===== config.mk =====
export PLATFORM = sky130hd
export DESIGN_NAME = ins_cache
export DESIGN_NICKNAME = d
export VERILOG_FILES = /design/src/rtl/ins_cache_pkg.sv /design/src/rtl/ins_cache_array.sv /design/src/rtl/ins_cache.sv
export SDC_FILE = /design/constraint.sdc
export NUM_CORES = 2
export LEC_CHECK = 0
export ABC_AREA = 1
export ABC_CLOCK_PERIOD_IN_PS = 11750
export BUFFER_PORTS_ARGS = -buffer_cell sky130_fd_sc_hd__buf_2
export CAP_MARGIN = 30
export CORE_MARGIN = 1
export CORE_UTILIZATION = 41
export DETAILED_ROUTE_END_ITERATION = 8
export PLACE_DENSITY_LB_ADDON = 0.08
export SKIP_LAST_GASP = 1
export SLEW_MARGIN = 20
export SYNTH_ARGS = -nofsm -noshare
export SYNTH_HDL_FRONTEND = slang
export SYNTH_HIERARCHICAL = 1
export SYNTH_SLANG_ARGS = --single-unit

===== constraint.sdc =====
create_clock -name clk -period 11.75 [get_ports clk]
set_clock_uncertainty 0.2 [all_clocks]
set_input_delay 1.175 -clock clk [delete_from_list [all_inputs] [get_ports clk]]
set_output_delay 1.175 -clock clk [all_outputs]
set_load 0.03 [all_outputs]

===== src/rtl/ins_cache_pkg.sv =====
// rtl/ins_cache_pkg.sv - shared instruction-cache constants, slice widths and FSM encoding
package ins_cache_pkg;

  localparam int XLEN         = 32;
  localparam int ICACHE_IDX_W = 4;
  localparam int ICACHE_OFS_W = 4;
  localparam int ICACHE_TAG_W = XLEN - ICACHE_IDX_W - ICACHE_OFS_W;
  localparam int ICACHE_WORDS = 2 ** (ICACHE_OFS_W - 2);

  localparam logic [1:0] ST_IDLE  = 2'd0;
  localparam logic [1:0] ST_FILL  = 2'd1;
  localparam logic [1:0] ST_WRITE = 2'd2;

  typedef enum logic [1:0] {
    IDLE  = ST_IDLE,
    FILL  = ST_FILL,
    WRITE = ST_WRITE
  } icache_state_e;

endpackage


===== src/rtl/ins_cache_array.sv =====
// rtl/ins_cache_array.sv - direct-mapped tag/valid/data storage, one combinational read port, one line-write port
module ins_cache_array
  import ins_cache_pkg::*;
#(
  parameter int IDX_W  = ICACHE_IDX_W,
  parameter int TAG_W  = ICACHE_TAG_W,
  parameter int WORD_W = ICACHE_OFS_W - 2
) (
  input  logic                             clk,
  input  logic                             rst,
  input  logic [IDX_W-1:0]                 rd_idx,
  input  logic [TAG_W-1:0]                 rd_tag,
  input  logic [WORD_W-1:0]                rd_word,
  output logic                             rd_hit,
  output logic [XLEN-1:0]                  rd_data,
  input  logic                             wr_en,
  input  logic [IDX_W-1:0]                 wr_idx,
  input  logic [TAG_W-1:0]                 wr_tag,
  input  logic [2**WORD_W-1:0][XLEN-1:0]   wr_line
);

  localparam int LINES = 2 ** IDX_W;

  logic [LINES-1:0]                 valid_q;
  logic [TAG_W-1:0]                 tag_q  [LINES];
  logic [2**WORD_W-1:0][XLEN-1:0]   data_q [LINES];

  // Only the valid bits need a reset; tag/data are qualified by them.
  always_ff @(posedge clk) begin
    if (rst) begin
      valid_q <= '0;
    end else if (wr_en) begin
      valid_q[wr_idx] <= 1'b1;
    end
  end

  always_ff @(posedge clk) begin
    if (wr_en) begin
      tag_q[wr_idx]  <= wr_tag;
      data_q[wr_idx] <= wr_line;
    end
  end

  assign rd_hit  = valid_q[rd_idx] && (tag_q[rd_idx] == rd_tag);
  assign rd_data = data_q[rd_idx][rd_word];

endmodule


===== src/rtl/ins_cache.sv =====
// rtl/ins_cache.sv - direct-mapped read-only instruction cache with word-serial line fill
// Optional hit/miss statistics counters are built when ICACHE_STATS_EN is defined.
module ins_cache
  import ins_cache_pkg::*;
#(
  parameter int IDX_W = ICACHE_IDX_W,
  parameter int OFS_W = ICACHE_OFS_W
) (
  input  logic            clk,
  input  logic            rst,
  input  logic            rdy,
  input  logic [XLEN-1:0] fetch_addr,
  output logic            hit,
  output logic [XLEN-1:0] ins,
  output logic            mem_req,
  output logic [XLEN-1:0] mem_addr,
  input  logic            mem_done,
  input  logic [XLEN-1:0] mem_data
`ifdef ICACHE_STATS_EN
  ,
  output logic [31:0]     hit_cnt,
  output logic [31:0]     miss_cnt
`endif
);

  localparam int TAG_W  = XLEN - IDX_W - OFS_W;
  localparam int WORD_W = OFS_W - 2;
  localparam int LINE_W = XLEN - OFS_W;
  localparam logic [WORD_W-1:0] CNT_LAST = '1;

  icache_state_e                  state_q, state_d;
  logic [WORD_W-1:0]              cnt_q;
  logic [LINE_W-1:0]              miss_line_q;
  logic [2**WORD_W-1:0][XLEN-1:0] line_buf_q;
  logic                           arr_hit;
  logic [XLEN-1:0]                arr_data;
  logic                           miss_start;
  logic                           fill_take;
  logic                           wr_en;

  ins_cache_array #(
    .IDX_W  (IDX_W),
    .TAG_W  (TAG_W),
    .WORD_W (WORD_W)
  ) u_array (
    .clk     (clk),
    .rst     (rst),
    .rd_idx  (fetch_addr[IDX_W+OFS_W-1:OFS_W]),
    .rd_tag  (fetch_addr[XLEN-1:IDX_W+OFS_W]),
    .rd_word (fetch_addr[OFS_W-1:2]),
    .rd_hit  (arr_hit),
    .rd_data (arr_data),
    .wr_en   (wr_en),
    .wr_idx  (miss_line_q[IDX_W-1:0]),
    .wr_tag  (miss_line_q[LINE_W-1:IDX_W]),
    .wr_line (line_buf_q)
  );

  assign hit = arr_hit;
  assign ins = arr_hit ? arr_data : '0;

  // Every transition and array write is qualified by rdy so a stall freezes the whole block.
  always_comb begin
    state_d    = state_q;
    miss_start = 1'b0;
    fill_take  = 1'b0;
    wr_en      = 1'b0;
    if (rdy) begin
      case (state_q)
        IDLE: begin
          if (!arr_hit) begin
            miss_start = 1'b1;
            state_d    = FILL;
          end
        end
        FILL: begin
          if (mem_done) begin
            fill_take = 1'b1;
            if (cnt_q == CNT_LAST) state_d = WRITE;
          end
        end
        WRITE: begin
          wr_en   = 1'b1;
          state_d = IDLE;
        end
        default: state_d = IDLE;
      endcase
    end
  end

  always_ff @(posedge clk) begin
    if (rst) state_q <= IDLE;
    else     state_q <= state_d;
  end

  // A redirect of fetch_addr mid-fill is ignored; the original line always completes.
  always_ff @(posedge clk) begin
    if (rst) begin
      mem_req     <= 1'b0;
      mem_addr    <= '0;
      cnt_q       <= '0;
      miss_line_q <= '0;
    end else if (miss_start) begin
      miss_line_q <= fetch_addr[XLEN-1:OFS_W];
      mem_req     <= 1'b1;
      mem_addr    <= {fetch_addr[XLEN-1:OFS_W], {OFS_W{1'b0}}};
      cnt_q       <= '0;
    end else if (fill_take) begin
      if (cnt_q != CNT_LAST) begin
        cnt_q    <= cnt_q + WORD_W'(1);
        mem_addr <= mem_addr + XLEN'(4);
      end else begin
        mem_req  <= 1'b0;
      end
    end
  end

  always_ff @(posedge clk) begin
    if (fill_take) line_buf_q[cnt_q] <= mem_data;
  end

`ifdef ICACHE_STATS_EN
  logic [XLEN-1:0] prev_addr_q;

  always_ff @(posedge clk) begin
    if (rst) begin
      prev_addr_q <= '0;
      hit_cnt     <= '0;
      miss_cnt    <= '0;
    end else if (rdy) begin
      prev_addr_q <= fetch_addr;
      if (arr_hit && (fetch_addr != prev_addr_q)) hit_cnt <= hit_cnt + 32'd1;
      if (miss_start) miss_cnt <= miss_cnt + 32'd1;
    end
  end
`else
  logic unused_addr_bits;
  assign unused_addr_bits = ^fetch_addr[1:0];
`endif

endmodule

# Word level (Yosys, flattened, before mapping)
# Memories as Yosys holds them, arrays and structs flattened.
# Index checks and enable logic that the tools add are counted.
[word_totals] output_inout_bits=66 wordCells=72 reg_bits=209 input_bits=68 mem_bits_rw=2432 latch_bits=0 mem_count=2 rom_bits=0
[classes] addsub=2 n_eq_ne=9 reduce_logical=11 div=0 shift=0 n_mul=0 mux=30 n_bitwise=1 n_lt_le_gt_ge=6
[memory_table] memory="u_array.data_q" words=16 word_bits=128 rd=1 rd_ports_with_merged_regs=0 wr=1 line_no="ins_cache_array.sv:26" rtl="logic [2**WORD_W-1:0][XLEN-1:0] data_q [LINES];"
[memory_table] memory="u_array.tag_q" words=16 word_bits=24 rd=1 rd_ports_with_merged_regs=0 wr=1 line_no="ins_cache_array.sv:25" rtl="logic [TAG_W-1:0] tag_q [LINES];"
[op_table] cell="2-to-1 mux 32 bit" n=6
[op_table] cell="bitwise mux 128 bit" n=1
[op_table] cell="binary-select mux 32 bit (select 2 bit)" n=1
[op_table] cell="demux 32 bit (select 2 bit)" n=1
[op_table] cell="adder 32 x 3 -> 32 bit, second input constant" n=1
[op_table] cell="== test 24 bit" n=1
[op_table] cell="OR 16 bit" n=1
[op_table] cell="2-to-1 mux 1 bit" n=15
[op_table] cell="< comparator 4 x 5 -> 1 bit, second input constant" n=2
[op_table] cell="!= test 2 bit, second input constant" n=5
[op_table] cell="< comparator 2 x 3 -> 1 bit, second input constant" n=2
[op_table] cell="2-to-1 mux 2 bit" n=3
[op_table] cell="AND reduction 2 bit" n=3
[op_table] cell="binary-select mux 1 bit (select 4 bit)" n=1
[op_table] cell="demux 1 bit (select 4 bit)" n=1
[op_table] cell="== test 2 bit, second input constant" n=2
[op_table] cell=">= comparator 4 x 1 -> 1 bit, second input constant" n=1
[op_table] cell="one-hot mux 2 bit (2 select lines)" n=1
[op_table] cell="AND reduction 4 bit" n=1
[op_table] cell="nonzero test 2 bit" n=2
[op_table] cell="logical AND 1 bit" n=3
[op_table] cell="adder 2 x 1 -> 2 bit, second input constant" n=1
[op_table] cell="== test 2 x 1 -> 1 bit, second input constant" n=1
[op_table] cell=">= comparator 2 x 1 -> 1 bit, second input constant" n=1
[op_table] cell="other kinds (2)" n=2

# Depth between registers and ports, before layout
[logic_depth] word_depth=8 ltp_mapped=28 mapped_depth_nobuf=22

# Hierarchy
# The synthesis kept the hierarchy.
[modules_own_cells] module="ins_cache_array" cells_each=7635 n_inst=1 seq_area_each_um2=73350.3 area_per_inst_um2=96864.2
[modules_own_cells] module="ins_cache" cells_each=732 n_inst=1 seq_area_each_um2=5104.9 area_per_inst_um2=7526.0

# Worst setup path before layout
# Ideal clock, no wire load.
[synth_timing] path_kind="input port to flip-flop" startpoint="in rdy" endpoint="mem u_array/data_q[11][0] (netlist bit), enable pin" setup_ns=0.667 slack_ns=2.849 path_buffers=0 required_ns=10.883 arrival_ns=8.034 cell_stages=6 path_cell_list="inv_1 > nor3_1 > inv_1 > nor3_1 > inv_1 > nor2_1"
[synth_via] elab_chain_len=3
[synth_rtl] element="from (decl)" line_no="ins_cache.sv:11" rtl="input logic rdy,"
[synth_rtl] element="2-to-1 mux 1 bit" line_no="ins_cache.sv:68" rtl="if (rdy) begin"
[synth_rtl] element="net wr_en" line_no="ins_cache.sv:39" rtl="logic wr_en;"
[synth_rtl] element="2-to-1 mux 1 bit" line_no="ins_cache_array.sv:38" rtl="if (wr_en) begin"
[synth_rtl] element="2-to-1 mux 1 bit (not written as such)" line_no="ins_cache_array.sv:40" rtl="data_q[wr_idx] <= wr_line;"
[synth_rtl] element="to (decl)" line_no="ins_cache_array.sv:26"
# The timed path passes the listed nets, and every way through them passes these cells.

# Worst setup path in the final report
[layout_timing] startpoint="in fetch_addr[4]" endpoint="out ins[9]"
[layout_via] elab_chain_len=4 elab_cells_between_ends=9 cone_classes="1 x eq/ne; 5 x mux; 1 x reduce/logical; 2 x memory"
[layout_rtl] element="from (decl)" line_no="ins_cache.sv:12" rtl="input logic [XLEN-1:0] fetch_addr,"
[layout_rtl] element="memory (16 x 128 bit)"
[layout_rtl] element="binary-select mux 32 bit (select 2 bit)" line_no="ins_cache_array.sv:45" rtl="assign rd_data = data_q[rd_idx][rd_word];"
[layout_rtl] element="2-to-1 mux 32 bit (not written as such)" line_no="ins_cache_array.sv:45"
[layout_rtl] element="net arr_data[9]" line_no="ins_cache.sv:36" rtl="logic [XLEN-1:0] arr_data;"
[layout_rtl] element="2-to-1 mux 32 bit" line_no="ins_cache.sv:60" rtl="assign ins = arr_hit ? arr_data : '0;"
[layout_rtl] element="to (decl)" line_no="ins_cache.sv:14" rtl="output logic [XLEN-1:0] ins,"
# The timed path passes the listed nets, and every way through them passes these cells. The select of a mux whose other input is x is not followed.

==> out/metrics.csv <==
stage,metric,value,unit
yosys,synthesized cell area,0.104,mm^2
layout,fill count,22800,
place,Placed Area,0.108,mm^2
yosys,Synth Area in Simple Gates,12.2,%
layout,P&R area growth vs syn,12.5,%
cts,htree depth,5,
yosys,Mean Syn Cell Area,12.5,um^2
worst_setup_path,Critical Path AT,6.23,ns
cts,clk buf depth,4,
worst_setup_path,crit-path max FO,95,
cts,# hold bufs at CTS,0,
yosys,Syn. warnings,6,
drt,drt first-iter violations,5952,
cts,CTS tree,yes,
floorplan,initial core utilization,41.4,%
global_route,first-pass GRT wire length,449000,um
cts,number of CTS-inserted buffers,300,
global_route,largest net degree at the start of global routing,197,
hold_path,worst hold endpoint,u_array/valid_q[2],
run,max-cap viol count,0,
global_route,initial antenna violation count,15,
drt,First-pass DRT Iterations,6,
worst_setup_path,kind of start point of the critical path,input pin,
worst_setup_path,crit path buf inv count,8,
worst_setup_path,R2R depth,20,
yosys,Yosys reg bits,2639,
worst_setup_path,flop-to-flop setup slack,7.38,ns
power_and_ir_drop,Max IR drop VDD,0.000168,V
global_route,vias in the first global route,64100,
worst_setup_path,Crit-path slowest cell,buf_4,
status,outcome,"complete, no violations",
layout,final non-filler cell area,0.117,mm^2
power_and_ir_drop,PD cells,169,mW/mm^2
cts,setup bufs post-CTS,0,
global_route,Total Routing Usage GR,23.8,%
yosys,adder-cell share of the synthesized area,0.0599,%
sta,Worst Max-Slew Pin Slew,1.17,ns
yosys,Synth Area in Compound Gates,9.29,%
drt,routed wire length,309000,um
yosys,"Primary FF master, synth",edfxtp_1,
cts,worst-skew pair later-pin latency,0.93,ns
cts,clock sink count,2639,
drt,Detail Route Antenna Nets,0,
sta,Tmin final,7.60,ns
yosys,"EDFF count, synth",2560,
yosys,XOR/XNOR Fraction of Synth Area,0.00839,%
worst_setup_path,CP peak stage delay,0.80,ns
sta,final setup fails,0,
sta,Rel. slew slack,22.3,%
cts,CTS resizes,0,
cts,"Reg clk slew, reported paths",0.05,ns
place,RePlAce Congestion,0.787,
cts,CTS Root Cell,clkbuf_16,
layout,nets,8450,
worst_setup_path,"delay-heaviest family, CP",buffers and inverters,
worst_setup_path,CP Cell Sequence,buf_8 -> buf_4 -> buf_4 -> buf_16 -> buf_4 -> buf_4 -> o21ai_0 -> o22ai_1 -> o21ai_0 -> o22ai_1 -> nand2_1 -> nand2_1 -> nand2_1 -> nand2_1 -> nand2_1 -> inv_1 -> buf_2,
yosys,top-area cell type share of the netlist area,73.6,%
sta,Setup TNS,0,ns
drt,DR vias,67000,
worst_setup_path,Critical Path Sink Type,output pin,
hold_path,hold depth,2,
yosys,Synth Instances,8367,
drt,Remaining DRCs,0,
worst_setup_path,cell mode on critical path,nand2_1,
layout,share of layout cells above drive strength 1,8.13,%
place,hpwl dp,143000,um
yosys,commonest cells in the netlist,"edfxtp_1 (2,560), nand2_1 (1,232), nor2_1 (1,211), o21ai_0 (1,081), nand3_1 (634)",
floorplan,die height,507,um
yosys,Async SR Flop Fraction,0,%
power_and_ir_drop,Pleak,0.0393,uW
floorplan,Placement Rows,184,
yosys,most frequent cell after synthesis,edfxtp_1,
sta,final hold violation count,0,
hold_path,min-delay src,u_array/valid_q[2],
yosys,sequential area share after synthesis,75.2,%
worst_setup_path,"Req. time, crit path",10.38,ns
global_route,total gr overflow,0,
floorplan,Core Footprint,0.252,mm^2
sta,RSZ-0062 raised after global routing,false,
drt,DR WL/cell,25.9,um
worst_setup_path,RR Startpoint,u_array/tag_q[6][13],
layout,Seq. cell area,0.0785,mm^2
floorplan,die width,507,um
yosys,largest family of logic cells by synthesized area,simple AND/OR/NAND/NOR gates,
sta,fmax,0.132,GHz
layout,Multi-input gate area,0.0227,mm^2
floorplan,Ports,134,
yosys,largest area contributor in the netlist,edfxtp_1,
worst_setup_path,worst r2r dst,mem_addr[15],
yosys,synth unique cells,36,
place,number of port buffers,129,
drt,via-per-instance ratio,5.62,
yosys,mux share of post-synthesis cell area,0,%
yosys,Synth area leaders,"edfxtp_1 (74%), o21ai_0 (5.2%), nand2_1 (4.4%)",
sta,"Slew Viols, Final",0,
hold_path,HP Class,reg -> reg,
sta,crit share post-route,64.7,%
worst_setup_path,Setup CP Type,in -> out,
floorplan,Die Area,0.257,mm^2
## power by group
| part | switching [uW] | internal, uW | total (uW) |
|---|---|---|---|
| sequential | 46.5 | 10200 | 10300 |
| combinational | 689 | 260 | 948 |
| clock | 3590 | 5060 | 8650 |
| total | 4330 | 15500 | 19900 |
## layout make-up
type	count	area share, %
diodes	7	0.0149
clock buffers	378	6.78
clock inverters	121	0.769
inverters	249	0.833
multi-input cells	4928	19.3
flip-flops and latches	2639	66.8
well taps	3348	3.57
repair buffers	259	1.94
## layout by cell type, fill, tap and decap left out, types with 13 or more instances in the layout
cell type	Yosys	routed
dfxtp_1	79	79
buf_2	142	123
nor2_1	1211	1190
nand3_1	634	634
a21oi_1	99	99
clkinv_1	0	59
o22ai_1	529	529
buf_4	40	91
o211ai_1	23	23
nand2_1	1232	1232
clkbuf_1	294	70
clkinv_2	0	44
buf_12	0	26
bufinv_16	0	14
buf_16	0	14
o21ai_1	27	27
o21ai_0	1081	1081
inv_1	234	231
nor2_4	0	21
or2_1	23	23
inv_2	14	13
clkbuf_16	0	307
edfxtp_1	2560	2560
## per-layer routing
metal	global-route usage, %	vias up	wire length, um
li1	-	30300	-
met1	33.9	34300	139000
met2	39.0	2092	147000
met3	2.79	416	16700
met5	0	-	27
met4	5.61	4	5940
## worst max path at each step
stage,to,cells past startpoint,from
after floorplan,u_array/data_q[11][0],6,rdy
after global placement,ins[14],16,fetch_addr[4]
after detailed placement,ins[14],16,fetch_addr[4]
after CTS,ins[14],16,fetch_addr[4]
after global routing,ins[14],17,fetch_addr[4]
final,ins[9],17,fetch_addr[4]
## logic make-up after synthesis
kind of cell | Yosys count
XOR/XNOR | 1
buffers and inverters | 801
other | 1
adder cells (fa/ha/maj) | 5
flip-flops | 2639
AND/OR/NAND/NOR | 3138
AO/OA/AOI/OAI | 1782
## state kept, by name (all words and copies together) (netlist names)
name and flops:
u_array/data_q 2048, miss_line_q 28, state_q 2, line_buf_q 128
mem_req 1, u_array/tag_q 384, mem_addr 30, cnt_q 2
u_array/valid_q 16
## stage by stage
| stage | utilization [%] | power [uW] | instances | hold slack, ns | worst slack [ns] |
|---|---|---|---|---|---|
| after detailed placement | 42.9 | 11400 | 11400 | 0.259 | 3.91 |
| final | 46.5 | 19900 | 11900 | 0.267 | 4.15 |
| after CTS | 46.4 | 20100 | 11900 | 0.210 | 3.90 |
| after global placement | 42.8 | 11400 | 11400 | 0.245 | 3.89 |
| after global routing | 46.5 | 20500 | 11900 | 0.245 | 3.78 |
| after floorplan | - | 11100 | 8368 | 0.237 | 2.85 |
## tightest hold or removal path, stage by stage, from the launching register on
cell and delay [ns]:
dfxtp_1 0.32, nor2_1 0.05, nor2_1 0.07
No activity file was read; power rests on OpenSTA's default activity.
